--- src/rtl/mips_regfile.sv ---
// MIPS general-purpose register file: two combinational read ports, one
// clocked write port, register 0 hardwired to zero. Optional write-through
// bypass forwards same-cycle write data to a read port addressing the target.
module mips_regfile #(
  parameter int unsigned DATA_W = 32,
  parameter int unsigned ADDR_W = 5,
  parameter bit          BYPASS = 1'b1
) (
  input  logic              clk,
  input  logic              rst_n,
  input  logic              we,
  input  logic [ADDR_W-1:0] wa,
  input  logic [DATA_W-1:0] wd,
  input  logic [ADDR_W-1:0] ra1,
  input  logic [ADDR_W-1:0] ra2,
  output logic [DATA_W-1:0] rd1,
  output logic [DATA_W-1:0] rd2
);

  localparam int unsigned NumRegs = 2 ** ADDR_W;

  logic [DATA_W-1:0] regs_q [NumRegs];

  logic wr_en;
  logic byp1;
  logic byp2;

  // A write to r0 is dropped here, so regs_q[0] stays at its reset value of 0.
  assign wr_en = we && (wa != '0);

  // Forwarding is gated by rst_n so reads stay 0 for the whole reset window.
  assign byp1 = BYPASS && wr_en && rst_n && (ra1 == wa);
  assign byp2 = BYPASS && wr_en && rst_n && (ra2 == wa);

  // Register array with asynchronous clear; reset takes priority over a write.
  always_ff @(posedge clk or negedge rst_n) begin
    if (!rst_n) begin
      for (int unsigned i = 0; i < NumRegs; i++) begin
        regs_q[i] <= '0;
      end
    end else if (wr_en) begin
      regs_q[wa] <= wd;
    end
  end

  // Read port 1: zero for r0, bypassed write data, else stored value.
  always_comb begin
    rd1 = '0;
    if (ra1 != '0) begin
      if (byp1) begin
        rd1 = wd;
      end else begin
        rd1 = regs_q[ra1];
      end
    end
  end

  // Read port 2: resolved independently with the same rules as port 1.
  always_comb begin
    rd2 = '0;
    if (ra2 != '0) begin
      if (byp2) begin
        rd2 = wd;
      end else begin
        rd2 = regs_q[ra2];
      end
    end
  end

endmodule
--- config.mk ---
export PLATFORM = sky130hd
export DESIGN_NAME = mips_regfile
export DESIGN_NICKNAME = d
export VERILOG_FILES = /design/src/rtl/mips_regfile.sv
export SDC_FILE = /design/constraint.sdc
export NUM_CORES = 2
export LEC_CHECK = 0
export ABC_AREA = 1
export BUFFER_PORTS_ARGS = -buffer_cell sky130_fd_sc_hd__buf_2
export CAP_MARGIN = 30
export CELL_PAD_IN_SITES_DETAIL_PLACEMENT = 0
export CELL_PAD_IN_SITES_GLOBAL_PLACEMENT = 1
export CORE_MARGIN = 1.5
export CORE_UTILIZATION = 47
export DETAILED_ROUTE_END_ITERATION = 16
export GPL_ROUTABILITY_DRIVEN = 0
export HOLD_SLACK_MARGIN = 0.1
export PLACE_DENSITY = 0.8
export SYNTH_ARGS = -nofsm -noshare
export SYNTH_HDL_FRONTEND = slang
export SYNTH_SLANG_ARGS = --single-unit
--- constraint.sdc ---
create_clock -name clk -period 2 [get_ports clk]
set_input_delay 0.3 -clock clk [delete_from_list [all_inputs] [get_ports clk]]
set_output_delay 0.3 -clock clk [all_outputs]
set_load 0.1 [all_outputs]
==> results.json <==
{
  "routed.top_layer": "met5",
  "crit_fanout": 2,
  "outcome": "finished, violations left",
  "fin_crit_ps": 2660,
  "drtPass1Iterations": 8,
  "vdd_drop_max_uv": 796,
  "crit_slowest_cell": "dfrtp_1",
  "tns_ps": -32700,
  "numCtsBuffers": 119,
  "regMostFlops": "regs_q",
  "placed_cells": 10100,
  "slew-limit-headroom_pct": 36.6,
  "wl_per_cell_um": 24.8,
  "largest_reg_flops": 1024,
  "die_h_um": 356,
  "start_util_pct": 47.3,
  "grt_pass1_vias": 57500,
  "synth.distinct_cells": 29,
  "rows": 129,
  "netlist_instances": 8435,
  "setup_viol": 64,
  "drv_cap": 0,
  "tightest_slew_ps": 952,
  "drt_iter0_drc": 9187,
  "cp_cell_sequence": "a21oi_2 -> o21ai_1 -> nand3_1 -> nand3_2 -> nand2_4 -> nand3_4 -> nand2_4 -> clkinvlp_4 -> buf_12",
  "startpoint_type": "flip-flop",
  "async_flop_share_pct": 100,
  "critPathMaxStageDelay_ps": 400,
  "grt_usage_pct": 39.8,
  "synthSimpleGateAreaFrac_pct": 24.8,
  "finalNonFillerCells": 10400,
  "seqCellArea_mm2": 0.0256,
  "power_mw": 67.8,
  "core_mm2": 0.123,
  "syn_avg_cell_area_um2": 6.92,
  "synthTopCellsByCount": "nand2_1, o21ai_0, dfrtp_1",
  "ys_seq_area_share_pct": 43.9,
  "yosys.area_share.adder_pct": 0,
  "h-tree-depth": 3,
  "netlist.top_cell.by_area": "dfrtp_1",
  "met1_length_mm": 105,
  "crit_path_end_kind": "primary output",
  "synth-compound-area-share_pct": 20.6,
  "cellLeakagePower_nw": 35.3,
  "tritoncts": "yes",
  "synth-edff-count": 0,
  "syn_nets": 8485,
  "multi_input_area_mm2": 0.0295,
  "synth_area_leaders": "dfrtp_1, nand2_1, o21ai_0, nand3_1, a21oi_1",
  "cpMostUsedCell": "nand2_4",
  "place_hpwl_mm": 160,
  "max_clock_freq_mhz": 376,
  "final_nets": 8702,
  "ff2ff_path_depth": 4,
  "die_area_mm2": 0.126,
  "die_w_um": 356,
  "yosys_warnings": 0,
  "utilization_pct": 60.7,
  "min_path_type": "primary input to flip-flop",
  "timing.final.ws_setup_ps": -658,
  "path_clk_slew_ps": 60,
  "reg.largest.list": "regs_q x1024",
  "drc_errors": 0,
  "grt_max_degree": 153,
  "met3_wirelength_mm": 31.8,
  "power_density_mw_per_mm2": 905,
  "synth-main-ff-cell": "dfrtp_1",
  "n_fill_cell": 11200,
  "antenna_found_initial": 11,
  "area_growth_pct": 28.2,
  "grt_overflow_total": 0,
  "root_buffer": "clkbuf_16",
  "hold_viol": 0,
  "num_vias": 61900,
  "netlist_area_mm2": 0.0584,
  "grt_pass1_wl_mm": 377,
  "ys_seq_elements": 1024,
  "synthXorXnorAreaFrac_pct": 0.120,
  "timing.final.crit_share_pct": 133,
  "clk_latency_ps": 740,
  "cp.required_ps": 1700,
  "io_pins": 114,
  "yosys.area.top_type_share_pct": 43.9,
  "synth_top_family_by_area": "simple AND/OR/NAND/NOR gates",
  "dr_wl_met2_mm": 110,
  "ant_nets": 0,
  "portBuffers": 113,
  "drive_gt1_share_pct": 20.7,
  "rsz0062_at_grt": "true",
  "drt-vias-per-instance": 5.96,
  "skew_ps": 0,
  "critPathArrivalTime_ps": 2360,
  "synth_mux_area_share_pct": 0,
  "violations": "negative setup slack",
  "drv_slew": 0,
  "hold_depth": 4,
  "diodes": 0,
  "path_class": "flip-flop to primary output",
  "wl_mm": 258,
  "clock_sinks": 1024,
  "clock_path_buffers": 3,
  "synth_most_common_cell": "nand2_1"
}
-- per-layer routing --
metal / GRT usage [%] / vias up
met1: 56.2 / 29500
met5: 0 / -
met3: 9.43 / 705
met4: 15.4 / 2
li1: - / 27900
met2: 59.0 / 3772
-- stage by stage --
stage                     hold WS [ps]  setup slack [ps]  instance area (um2)
after global placement             365              -622                67100
after floorplan                   4.41              -137                59600
after detailed placement           366              -576                67100
final                              162              -658                74900
after CTS                          103              -630                73300
after global routing               149              -725                74900
-- cells by family after synthesis --
kind of cell | Yosys count
buffers and inverters | 1573
AO/OA/AOI/OAI | 2320
flip-flops | 1024
AND/OR/NAND/NOR | 3510
XOR/XNOR | 8
-- path summary, 6_finish.rpt --
kind | from | to | slack [ps]
setup reg to reg | regs_q[379]$_DFFE_PN0P_ | regs_q[379]$_DFFE_PN0P_ | 1060
max in group asynchronous | rst_n | regs_q[524]$_DFFE_PN0P_ | 70
hold / removal | wd[10] | regs_q[234]$_DFFE_PN0P_ | 160
setup / recovery | regs_q[270]$_DFFE_PN0P_ | rd2[14] | -660
hold reg to reg | regs_q[1002]$_DFFE_PN0P_ | regs_q[1002]$_DFFE_PN0P_ | 370
min in group asynchronous | rst_n | regs_q[702]$_DFFE_PN0P_ | 780
-- layout make-up --
type                       count  area share [%]
sequential                  1024            34.2
multi-input combinational   5838            39.5
tap                         1637            2.74
clock buffer                 178            4.86
inverter                     807            4.44
timing repair buffer         862            13.7
clock inverter                42           0.585
-- power by group --
part | switching, mW | internal [mW]
Combinational | 10.8 | 6.71
Clock | 9.44 | 13.5
Sequential | 2.66 | 24.6
-- timing repair --
item	4_1_cts	5_1_grt
buffers inserted	29	55
cloned	4	3
resized for setup	505	471
hold buffers	34	0
hold endpoints to repair	222	0
pin swaps	359	363
setup endpoints to repair	64	223
-- worst max-delay path: cells and delay by family (launching register included) --
| kind | cells | cell delay [ps] |
|---|---|---|
| flops | 1 | 400 |
| compound gates | 2 | 200 |
| buf+inv | 2 | 270 |
| simple gates | 5 | 710 |
-- placed cells by master, fill, tap and decap left out, types with 4 or more instances in the layout --
master	synthesis	layout
a21oi_1	630	465
a21oi_2	27	183
a21oi_4	0	9
buf_12	0	272
buf_16	0	9
buf_2	167	40
buf_4	1	473
buf_6	7	25
buf_8	0	4
bufinv_16	0	8
clkbuf_1	531	22
clkbuf_16	0	128
clkbuf_8	0	31
clkinv_2	0	30
clkinvlp_4	0	65
dfrtp_1	1024	1024
dlygate4sd3_1	0	34
inv_1	799	644
inv_2	5	89
inv_4	1	4
nand2_1	2216	2034
nand2_2	16	108
nand2_4	0	82
nand2_8	0	8
nand3_1	903	739
nand3_2	0	136
nand3_4	0	28
nor2_1	352	314
nor2_2	2	34
nor2_4	0	6
nor3_2	6	4
nor3_4	3	5
o211ai_1	133	133
o21ai_0	1481	1196
o21ai_1	49	321
o21ai_2	0	13
xnor2_2	0	4
(Power assumes the default switching activity.)
